File: config.mk
export PLATFORM = sky130hd
export DESIGN_NAME = mem_arbiter
export DESIGN_NICKNAME = d
export VERILOG_FILES = /design/src/rtl/mem_arb_pkg.sv /design/src/rtl/mem_arb_pick.sv /design/src/rtl/mem_arbiter.sv
export SDC_FILE = /design/constraint.sdc
export NUM_CORES = 1
export LEC_CHECK = 0
export CORE_UTILIZATION = 60
export CTS_CLUSTER_SIZE = 10
export DETAILED_ROUTE_END_ITERATION = 8
export DONT_BUFFER_PORTS = 1
export PLACE_DENSITY = 0.76
export SLEW_MARGIN = 15
export SYNTH_ARGS = -nofsm -noshare
export SYNTH_HDL_FRONTEND = slang
export SYNTH_SLANG_ARGS = --single-unit
File: constraint.sdc
create_clock -name clk -period 3.93 [get_ports clk]
set_input_delay 0.393 -clock clk [delete_from_list [all_inputs] [get_ports clk]]
set_output_delay 0.393 -clock clk [all_outputs]
set_load 0.01 [all_outputs]
File: src/rtl/mem_arb_pkg.sv
// Shared types for the two-master memory arbiter.
// Holds FSM state, operation encoding and master count.
package mem_arb_pkg;

    typedef enum logic [1:0] {
        ARB_IDLE,
        ARB_ISSUE,
        ARB_WAIT_RD,
        ARB_DONE
    } arb_state_t;

    typedef enum logic {
        OP_RD,
        OP_WR
    } arb_op_t;

    localparam int ARB_NMASTERS = 2;

endpackage

File: src/rtl/mem_arb_pick.sv
// Winner select for the arbiter: 0 = m0 (CPU), 1 = m1 (aux).
// Ports: clk, rst (sync, active-high), req (per-master request),
//   grant (a grant is being taken this cycle), win (selected master).
// MEM_ARB_RR_EN defined: round-robin on ties, else m0 fixed priority.
import mem_arb_pkg::*;

module mem_arb_pick (
    input  logic                    clk,
    input  logic                    rst,
    input  logic [ARB_NMASTERS-1:0] req,
    input  logic                    grant,
    output logic                    win
);

`ifdef MEM_ARB_RR_EN
    // Master granted last; resets to m1 so m0 takes the first tie.
    logic last_q;

    always_ff @(posedge clk) begin
        if (rst) begin
            last_q <= 1'b1;
        end else if (grant) begin
            last_q <= win;
        end
    end

    always_comb begin
        win = 1'b0;
        case (req)
            2'b11:   win = ~last_q;
            2'b10:   win = 1'b1;
            default: win = 1'b0;
        endcase
    end
`else
    logic unused_pick;

    assign unused_pick = &{1'b0, clk, rst, grant};
    assign win = req[1] & ~req[0];
`endif

endmodule

File: src/rtl/mem_arbiter.sv
// Two-master arbiter for the single 16-bit RAM/SDRAM handshake port.
// Ports: clk, rst (sync, active-high); per master mN_addr, mN_wr_data,
//   mN_wr_en, mN_rd_en in; mN_rd_data, mN_done, mN_err out.
//   Memory side: ram_addr, ram_wr_data, ram_wr_en, ram_rd_en,
//   ram_rd_ack out; ram_busy, ram_rd_data, ram_rd_ready in.
// Build option: MEM_ARB_RR_EN selects round-robin tie breaking.
import mem_arb_pkg::*;

module mem_arbiter #(
    parameter int ADDR_W     = 24,
    parameter int DATA_W     = 16,
    parameter int RD_TIMEOUT = 255
) (
    input  logic              clk,
    input  logic              rst,
    input  logic [ADDR_W-1:0] m0_addr,
    input  logic [DATA_W-1:0] m0_wr_data,
    input  logic              m0_wr_en,
    input  logic              m0_rd_en,
    output logic [DATA_W-1:0] m0_rd_data,
    output logic              m0_done,
    output logic              m0_err,
    input  logic [ADDR_W-1:0] m1_addr,
    input  logic [DATA_W-1:0] m1_wr_data,
    input  logic              m1_wr_en,
    input  logic              m1_rd_en,
    output logic [DATA_W-1:0] m1_rd_data,
    output logic              m1_done,
    output logic              m1_err,
    output logic [ADDR_W-1:0] ram_addr,
    output logic [DATA_W-1:0] ram_wr_data,
    output logic              ram_wr_en,
    output logic              ram_rd_en,
    input  logic              ram_busy,
    input  logic [DATA_W-1:0] ram_rd_data,
    input  logic              ram_rd_ready,
    output logic              ram_rd_ack
);

    localparam int CW = $clog2(RD_TIMEOUT + 1);

    arb_state_t state_q, state_d;
    arb_op_t    op_q;
    logic       owner_q;
    logic [CW-1:0] cnt_q;

    logic [ARB_NMASTERS-1:0] req;
    logic win, win_wr, grant;
    logic strobe, rd_ok, timeout, done_set;

    assign req[0] = m0_wr_en | m0_rd_en;
    assign req[1] = m1_wr_en | m1_rd_en;
    assign grant  = (state_q == ARB_IDLE) && (|req);
    // Write takes precedence when a master raises both enables.
    assign win_wr = win ? m1_wr_en : m0_wr_en;

    mem_arb_pick u_pick (
        .clk   (clk),
        .rst   (rst),
        .req   (req),
        .grant (grant),
        .win   (win)
    );

    assign strobe   = (state_q == ARB_ISSUE) && !ram_busy;
    assign rd_ok    = (state_q == ARB_WAIT_RD) && ram_rd_ready;
    assign timeout  = (state_q == ARB_WAIT_RD) && !ram_rd_ready
                   && (cnt_q == CW'(RD_TIMEOUT - 1));
    assign done_set = (strobe && op_q == OP_WR) || rd_ok || timeout;

    always_ff @(posedge clk) begin
        if (rst) begin
            state_q <= ARB_IDLE;
        end else begin
            state_q <= state_d;
        end
    end

    always_comb begin
        state_d = state_q;
        unique case (state_q)
            ARB_IDLE: begin
                if (|req) state_d = ARB_ISSUE;
            end
            ARB_ISSUE: begin
                if (!ram_busy) begin
                    state_d = (op_q == OP_WR) ? ARB_DONE : ARB_WAIT_RD;
                end
            end
            ARB_WAIT_RD: begin
                if (rd_ok || timeout) state_d = ARB_DONE;
            end
            ARB_DONE: state_d = ARB_IDLE;
            default:  state_d = ARB_IDLE;
        endcase
    end

    // Stray ready outside WAIT_RD is still acked so memory drains.
    always_comb begin
        ram_wr_en  = !rst && strobe && (op_q == OP_WR);
        ram_rd_en  = !rst && strobe && (op_q == OP_RD);
        ram_rd_ack = !rst && ram_rd_ready;
    end

    always_ff @(posedge clk) begin
        if (rst) begin
            op_q        <= OP_RD;
            owner_q     <= 1'b0;
            cnt_q       <= '0;
            ram_addr    <= '0;
            ram_wr_data <= '0;
            m0_rd_data  <= '0;
            m1_rd_data  <= '0;
            m0_done     <= 1'b0;
            m1_done     <= 1'b0;
            m0_err      <= 1'b0;
            m1_err      <= 1'b0;
        end else begin
            if (grant) begin
                ram_addr    <= win ? m1_addr : m0_addr;
                ram_wr_data <= win ? m1_wr_data : m0_wr_data;
                op_q        <= win_wr ? OP_WR : OP_RD;
                owner_q     <= win;
            end
            if (strobe) begin
                cnt_q <= '0;
            end else if (state_q == ARB_WAIT_RD && !ram_rd_ready) begin
                cnt_q <= cnt_q + CW'(1);
            end
            if (rd_ok && !owner_q) m0_rd_data <= ram_rd_data;
            if (rd_ok && owner_q)  m1_rd_data <= ram_rd_data;
            m0_done <= done_set && !owner_q;
            m1_done <= done_set && owner_q;
            m0_err  <= timeout && !owner_q;
            m1_err  <= timeout && owner_q;
        end
    end

endmodule
==> results.yml, run 1 <==
logic_synthesis:
  syn_area_per_cell_um2: 9.14
  synth.distinct_cells: 30
  yosysSeqAreaShare_pct: 46.9
  synth_fp_nets: 520
  synth_top_area_share_pct: 46.9
  yosys-top-cells-area: "dfxtp_1 47%, mux2i_1 11%, nand2_1 7.1%, a211oi_2 7.0%, nor2_1 5.0%"
  synth-seq-cells: 88
  yosys.area.top_type: "dfxtp_1"
  syn_area_um2: 3760
  yosysWarnings: 0
  syn_inst: 411
pwr:
  p_int_mw: 1.72
  power_frac_comb_pct: 22.7
  power.density_nw_per_um2: 667
  power.leakage_nw: 1.35
  power.share.clock_pct: 26.3
  seq_power_share_pct: 51.1
  p_sw_uw: 919
  p_sw_share_pct: 34.8
  ir_worst_vdd_mv: 0.458
sta:
  maxSlewViolCount: 0
  tightestPinTransition_ns: 0.663
  finalHoldViolCount: 0
  relSlewSlack_pct: 55.7
  fin_skew_ns: 0.0133
  max_freq_ghz: 0.521
  rsz0062_at_grt: "no"
  period_share_pct: 48.8
  finalSetupTns_ns: 0
  fin_crit_ns: 1.92
  setup_violations: 0
  setup_ws_ns: 2.01
min_path:
  hp-start: "rst"
  hold_path_depth: 1
  min_path_type: "input pin to flop"
drt:
  ant_nets: 0
  drt-vias-per-instance: 5.81
  wl_per_cell_um: 16.4
  drt-initial-drc-count: 94
  num_vias: 2762
  wirelength_um: 7810
  dr.pass1.iters: 4
  drc: 0
finish:
  fin_nets: 504
  drive_gt1_share_pct: 11.0
  final_common_cell: "dfxtp_1"
  ff_latch_area_um2: 1760
  mostFrequentLayoutCells: "88 x dfxtp_1, 71 x nand2_1, 49 x nor2_1"
  diodes: 0
  area_growth_pct: 5.23
  final.fill_count: 528
  multiInputGateArea_um2: 1830
  finalInstanceArea_um2: 3950
  stdcell_count: 475
place:
  place.gp.congestion: 0.836
  portBuffers: 0
  dp_slack_ns: 1.97
  dp_hpwl_um: 5690
  place_inst: 459
  place_area_um2: 3720
clock_tree:
  clkTransAtPathRegs_ns: 0.08
  htree_levels: 3
  clk_latency_ns: 0.34
  clk_path_buf_depth: 2
  cts_made_buffers: 9
  clkSinkCount: 88
  cts_tree: "built"
  post_cts_buffers: 0
  cts-root-buf: "clkbuf_8"
  cts_resized: 0
  ctsHoldBuffers: 0
run:
  max_cap_violations: 0
global_routing:
  use_met3_pct: 7.30
  antenna_found_initial: 0
  grt_pass1_wl_um: 12200
  grt_pass1_vias: 2693
  met2_usage_pct: 44.4
  top_usage_layer: "met2"
  grt_util_met1_pct: 25.7
  grt.total_usage_pct: 24.0
  grt.overflow.total: 0
  grt_max_degree: 86
die:
  initial_utilization_pct: 62.7
  core_um2: 5990
  die_w_um: 81.1
  io_pins: 183
  die-area_um2: 6580
  fp.dieH_um: 81.1
  row_count: 28
critical_path:
  path_max_fanout: 9
  critPathLaunch: "state_q[0]$_SDFFE_PP0P_"
  critPathKind: "flop to flop"
  critPathRequiredTime_ns: 4.18
  critPathCaptureType: "flop"
  worstRegToRegCells: 6
  startpoint_type: "flop"
  r2r-start: "state_q[0]$_SDFFE_PP0P_"
  arrival_ns: 2.16
run_status:
  status: "finished, final reports clean"
[cell families after synthesis]
group                      after synthesis  share of synthesized area, %
and+or+nand+nor                        150                          17.2
muxes                                   41                          10.9
adders and majority gates                5                          1.67
buffers and inverters                   35                          4.73
AOI/OAI and AO/OA                       87                          17.4
DFF                                     88                          46.9
xor gates and xnor gates                 5                          1.17
[metal layers]
layer  share of wire [%]  up-vias
li1                    -     1382
met1                  40     1261
met5                   0        -
met3                 8.3        8
met4                 1.3        0
met2                  51      111
[power by group through the flow]
stage / logic [mW] / registers, mW / clock network (mW)
floorplan: 0.549 / 1.32 / 0
global placement: 0.570 / 1.36 / 0
detailed placement: 0.604 / 1.37 / 0
CTS: 0.605 / 1.35 / 0.704
global route: 0.683 / 1.38 / 0.744
finish: 0.599 / 1.35 / 0.693
[through the flow]
stage                     util (%)  hold WS (ns)  power (mW)
final                         66.0         0.125        2.64
after global placement        62.1         0.470        1.93
after CTS                     66.0         0.108        2.66
after detailed placement      62.1         0.469        1.97
after floorplan                  -         0.471        1.87
after global routing          66.0        0.0976        2.80
[synth_stat cells (all sizes together)]
master	number
o21ai	4
buf	18
or3	2
a211oi	44
nor4	1
inv	5
nand4	3
nor2b	3
or2	1
mux2i	41
o21a	1
nand4b	1
xor2	3
nor3	6
and3	2
nand2	71
nand3	3
nor3b	2
a31oi	1
a21oi	37
nand2b	5
clkbuf	12
ha	5
xnor2	2
nor2	50
dfxtp	88
[flip-flops by register name, indices dropped and copies added (netlist names)]
register     count
owner_q          1
m0_err           1
m1_done          1
m0_rd_data      16
cnt_q            8
m1_err           1
ram_addr        24
state_q          2
op_q             1
m0_done          1
m1_rd_data      16
ram_wr_data     16
[path summary, 6_finish.rpt]
| path | slack, ns | end |
|---|---|---|
| max reg2reg | 2.01 | state_q[0]$_SDFFE_PP0P_ |
| min reg2reg | 0.50 | m1_rd_data[5]$_SDFFE_PP0P_ |
| min | 0.13 | ram_addr[1]$_SDFFE_PP0P_ |
| max | 2.01 | state_q[0]$_SDFFE_PP0P_ |
[layout make-up]
type	instances	share of cell area [%]
Clock buffer	10	3.48
Sequential cell	88	44.6
Multi-Input combinational cell	288	46.2
Inverter	5	0.475
Clock inverter	6	2.31
Timing Repair Buffer	3	0.570
Tap cell	75	2.37
[critical path: stages, from the launching register on]
cell and delay [ns]:
dfxtp_1 0.33, inv_1 0.10, ha_1 0.23, nor2b_1 0.49, o21ai_0 0.23, and3_1 0.22
a211oi_1 0.23
(Power assumes the default switching activity.)
==> run 2: changes to the inputs <==
Settings changed: CORE_UTILIZATION 60 to 56, PLACE_DENSITY 0.76 to 0.74.
Clock period 3.93 ns to 1.55 ns, I/O delays scaled along.
==> results.yml, run 2 (same netlist as run 1, synthesis figures left out) <==
die:
  die_w_um: 83.9
  core_um2: 6420
  fp.dieH_um: 83.9
  initial_utilization_pct: 58.5
  die-area_um2: 7040
  row_count: 29
  io_pins: 183
finish:
  fin_nets: 513
  mostFrequentLayoutCells: "88 x dfxtp_1, 71 x nand2_1, 50 x nor2_1"
  largest_register_ffs: 24
  finalInstanceArea_um2: 4060
  drive_gt1_share_pct: 14.2
  largest_register: "ram_addr"
  stdcell_count: 486
  final_common_cell: "dfxtp_1"
  final.fill_count: 546
  diodes: 0
  area_growth_pct: 7.99
global_routing:
  antenna_found_initial: 0
  grt.overflow.total: 0
  grt_max_degree: 86
  grt.total_usage_pct: 21.7
  grt_pass1_wl_um: 12100
  grt_pass1_vias: 2609
sta:
  fin_hold_ws_ns: -0.136
  setup_violations: 0
  tightestPinTransition_ns: 0.454
  max_freq_ghz: 0.666
  maxSlewViolCount: 0
  period_share_pct: 96.9
  fin_skew_ns: 0.0135
  rsz0062_at_grt: "yes"
  relSlewSlack_pct: 69.5
  finalHoldViolCount: 79
  fin_crit_ns: 1.50
clock_tree:
  cts_made_buffers: 9
  post_cts_buffers: 0
  htree_levels: 3
  clk_latency_ns: 0.35
  clkSinkCount: 88
  clk_path_buf_depth: 2
  ctsHoldBuffers: 1
  cts_tree: "built"
  clkTransAtPathRegs_ns: 0.09
  cts-root-buf: "clkbuf_8"
pwr:
  power.leakage_nw: 1.41
  power.density_nw_per_um2: 1620
  ir_worst_vdd_mv: 0.851
place:
  portBuffers: 0
  place_inst: 469
  place_area_um2: 3820
  place.gp.congestion: 0.848
  dp_hpwl_um: 5530
critical_path:
  crit_family: "flip-flops"
  critPathCaptureType: "output pin"
  path_max_fanout: 4
  crit_path_cell_trace: "inv_1, ha_1, nand2b_4, nor3_4"
  critPathRequiredTime_ns: 1.39
  worst-r2r-setup-slack_ns: 0.07
  startpoint_type: "flop"
  cp.buffers_inverters: 1
  arrival_ns: 1.35
  critPathKind: "flop to output pin"
  worst_path_max_delay_cell: "dfxtp_1"
  max_stage_delay_ns: 0.35
drt:
  dr.pass1.iters: 6
  ant_nets: 0
  drt-initial-drc-count: 163
  drt-vias-per-instance: 5.77
  wl_per_cell_um: 16.0
  drc: 28
  wirelength_um: 7760
  num_vias: 2804
run_status:
  status: "finished with violations"
  violations: "design-rule violations, negative hold slack"
min_path:
  min_path_type: "input pin to flop"
run:
  max_cap_violations: 0
## run 2: path summary, 6_finish.rpt
kind	startpoint	endpoint	cells past startpoint
setup reg to reg	state_q[0]$_SDFFE_PP0P_	state_q[0]$_SDFFE_PP0P_	6
hold / removal	rst	ram_addr[2]$_SDFFE_PP0P_	1
hold reg to reg	m1_rd_data[9]$_SDFFE_PP0P_	m1_rd_data[9]$_SDFFE_PP0P_	2
setup / recovery	state_q[1]$_SDFFE_PP0P_	ram_wr_en	4
## run 2: through the flow
step                TNS (ns)  hold WS [ns]  util (%)  worst slack [ns]  total power [mW]
finish                     0        -0.136      63.2            0.0480              6.57
global route          -0.173        -0.150      63.2           -0.0255              6.98
CTS                   -0.139        -0.151      62.7           -0.0701              6.60
global placement     -0.0288         0.233      59.5           -0.0288              5.04
detailed placement    -0.549         0.232      59.5           -0.0672              5.12
floorplan                  0         0.291         -            0.0886              4.74
## run 2: repair_timing
| action | 4_1_cts | 5_1_grt |
|---|---|---|
| pin swaps | 0 | 1 |
| resized for setup | 4 | 7 |
| endpoints found under the hold margin | 80 | 79 |
| setup endpoints to repair | 26 | 28 |
## run 2: per-layer routing
metal / global-route usage [%] / share of wire (%)
met1: 25.1 / 40
met2: 36.7 / 50
met3: 6.13 / 8.0
met4: 10.5 / 1.9
met5: 0 / 0
## run 2: layout make-up
cell class | count | area, um2 | area share (%)
clock buffers | 10 | 138 | 3.39
clock inverters | 6 | 50.0 | 1.23
inverters | 5 | 18.8 | 0.463
multi-input cells | 288 | 1860 | 45.9
flip-flops and latches | 88 | 1760 | 43.4
well taps | 77 | 96.3 | 2.37
repair buffers | 12 | 130 | 3.21
## run 2: power breakdown
group / internal [mW] / total (mW) / switching [mW]
clock network: 0.646 / 1.48 / 0.830
logic: 0.731 / 1.68 / 0.947
registers: 2.80 / 3.42 / 0.622
==> run 3: changes to the inputs <==
--- a/config.mk
+++ b/config.mk
@@ -6,9 +6,10 @@
 export NUM_CORES = 1
 export LEC_CHECK = 0
-export CORE_UTILIZATION = 56
+export CORE_UTILIZATION = 59
+export CTS_BUF_LIST = sky130_fd_sc_hd__clkbuf_4
 export CTS_CLUSTER_SIZE = 10
 export DETAILED_ROUTE_END_ITERATION = 8
 export DONT_BUFFER_PORTS = 1
-export PLACE_DENSITY = 0.74
+export PLACE_DENSITY = 0.78
 export SLEW_MARGIN = 15
 export SYNTH_ARGS = -nofsm -noshare
==> constraint.sdc (replaced) <==
create_clock -name clk -period 1.55 [get_ports clk]
set_input_delay 0.0775 -clock clk [delete_from_list [all_inputs] [get_ports clk]]
set_output_delay 0.0775 -clock clk [all_outputs]
set_load 0.01 [all_outputs]
==> results.yml, run 3 (same netlist as run 1, synthesis figures left out) <==
critical_path:
  critPathRequiredTime_ns: 1.89
  path_max_fanout: 5
  worstRegToRegCells: 6
  timing.rr.end: "state_q[0]$_SDFFE_PP0P_"
  critPathCaptureType: "flop"
  arrival_ns: 1.84
  worst-r2r-setup-slack_ns: 0.06
  critPathKind: "flop to flop"
  r2r-start: "state_q[0]$_SDFFE_PP0P_"
  startpoint_type: "flop"
drt:
  wirelength_um: 7980
  num_vias: 2887
  drc: 0
  ant_nets: 0
  wl_per_cell_um: 16.2
  drt-initial-drc-count: 115
  dr.pass1.iters: 4
  drt-vias-per-instance: 5.88
global_routing:
  grt.overflow.total: 0
  grt_pass1_wl_um: 11600
  grt.total_usage_pct: 22.9
  antenna_found_initial: 0
  grt_max_degree: 86
  grt_pass1_vias: 2594
sta:
  maxSlewViolCount: 0
  fin_hold_ws_ns: -0.291
  period_share_pct: 96.4
  finalHoldViolCount: 80
  fin_skew_ns: 0.0190
  max_freq_ghz: 0.669
  rsz0062_at_grt: "yes"
  setup_violations: 0
  tightestPinTransition_ns: 0.437
  setup_ws_ns: 0.0558
  finalSetupTns_ns: 0
  relSlewSlack_pct: 70.6
  fin_crit_ns: 1.49
die:
  initial_utilization_pct: 62.4
  core_um2: 6030
  fp.dieH_um: 81.8
  row_count: 28
  io_pins: 183
  die-area_um2: 6690
  die_w_um: 81.8
finish:
  mostFrequentLayoutCells: "87 x dfxtp_1, 71 x nand2_1, 50 x nor2_1"
  finalInstanceArea_um2: 4110
  diodes: 0
  final_common_cell: "dfxtp_1"
  stdcell_count: 491
  area_growth_pct: 9.36
  largest_register_ffs: 24
  utilization_pct: 68.2
  drive_gt1_share_pct: 17.1
  largest_register: "ram_addr"
  fin_nets: 520
min_path:
  hp-start: "rst"
  min_path_type: "input pin to flop"
  hold_path_depth: 1
  min_to: "ram_addr[1]$_SDFFE_PP0P_"
place:
  dp_slack_ns: -0.101
  place_inst: 471
  place_area_um2: 3850
  portBuffers: 0
  dp_hpwl_um: 5680
  place.gp.congestion: 0.808
run:
  max_cap_violations: 0
pwr:
  power_frac_comb_pct: 30.1
  seq_power_share_pct: 52.3
  p_sw_share_pct: 37.9
  power.leakage_nw: 1.43
  p_total_mw: 6.51
  p_int_mw: 4.04
  power.share.clock_pct: 17.5
  power.density_nw_per_um2: 1580
  p_sw_mw: 2.47
  ir_worst_vdd_mv: 1.13
clock_tree:
  cts_made_buffers: 9
  clk_path_buf_depth: 2
  htree_levels: 3
  clk_latency_ns: 0.43
  clkSinkCount: 88
  clkTransAtPathRegs_ns: 0.13
  cts-root-buf: "clkbuf_4"
  cts_tree: "built"
run_status:
  status: "finished with violations"
  violations: "negative hold slack"
==> run 3: cell types whose count changed in the layout (fill, tap and decap cells not counted), sizes merged <==
cell	change
dlygate4sd3	+1
buf	+6
clkbuf	-1
clkinv	+2
inv	-1
==> run 3: what timing repair did <==
item,in CTS,in global routing
hold buffers,1,1
endpoints found under the setup margin,12,47
hold endpoints to repair,88,80
pin swaps,0,2
buffers inserted,0,2
gates resized for setup,7,16
==> run 3: worst max-delay path, stage by stage (launching register included) <==
cell and delay [ns]:
dfxtp_1 0.33, inv_1 0.10, ha_2 0.23, nor2b_4 0.18, o21ai_0 0.13, and3_1 0.21, a211oi_2 0.23
==> run 3: power by group through the flow <==
| stage | registers [mW] | logic [mW] | clock network, mW |
|---|---|---|---|
| after floorplan | 3.35 | 1.39 | 0 |
| after global placement | 3.43 | 1.63 | 0 |
| after detailed placement | 3.46 | 1.73 | 0 |
| after CTS | 3.41 | 1.76 | 1.16 |
| after global routing | 3.47 | 2.17 | 1.26 |
| final | 3.41 | 1.96 | 1.14 |
==> run 3: worst max path at each step <==
stage	start	to	slack [ns]	cells past startpoint
4_1_cts	state_q[1]$_SDFFE_PP0P_	ram_rd_en	0.007	4
2_1_floorplan	state_q[0]$_SDFFE_PP0P_	cnt_q[6]$_SDFFE_PP0P_	0.09	7
3_3_place_gp	state_q[0]$_SDFFE_PP0P_	cnt_q[6]$_SDFFE_PP0P_	0.07	6
6_report	state_q[0]$_SDFFE_PP0P_	state_q[0]$_SDFFE_PP0P_	0.06	6
3_5_place_dp	state_q[0]$_SDFFE_PP0P_	state_q[0]$_SDFFE_PP0P_	-0.10	6
5_1_grt	state_q[1]$_SDFFE_PP0P_	ram_rd_en	-0.04	4
==> run 3: metal layers <==
layer  global-route usage (%)  share of wire, %  up-vias  wire [um]
met2                     40.3                52      125       4140
met5                        0                 0        -          0
li1                         -                 -     1426          -
met4                     10.7              0.84        0         67
met1                     24.5                39     1330       3080
met3                     7.78               8.7        6        695
==> run 3: layout make-up <==
cell class              instances  area, um2
inverters                       5       18.8
repair buffers                 19        214
well taps                      75       93.8
multi-input cells             288       1900
clock inverters                 7       55.1
fillers                       490       1920
clock buffers                   9       67.6
flip-flops and latches         88       1760
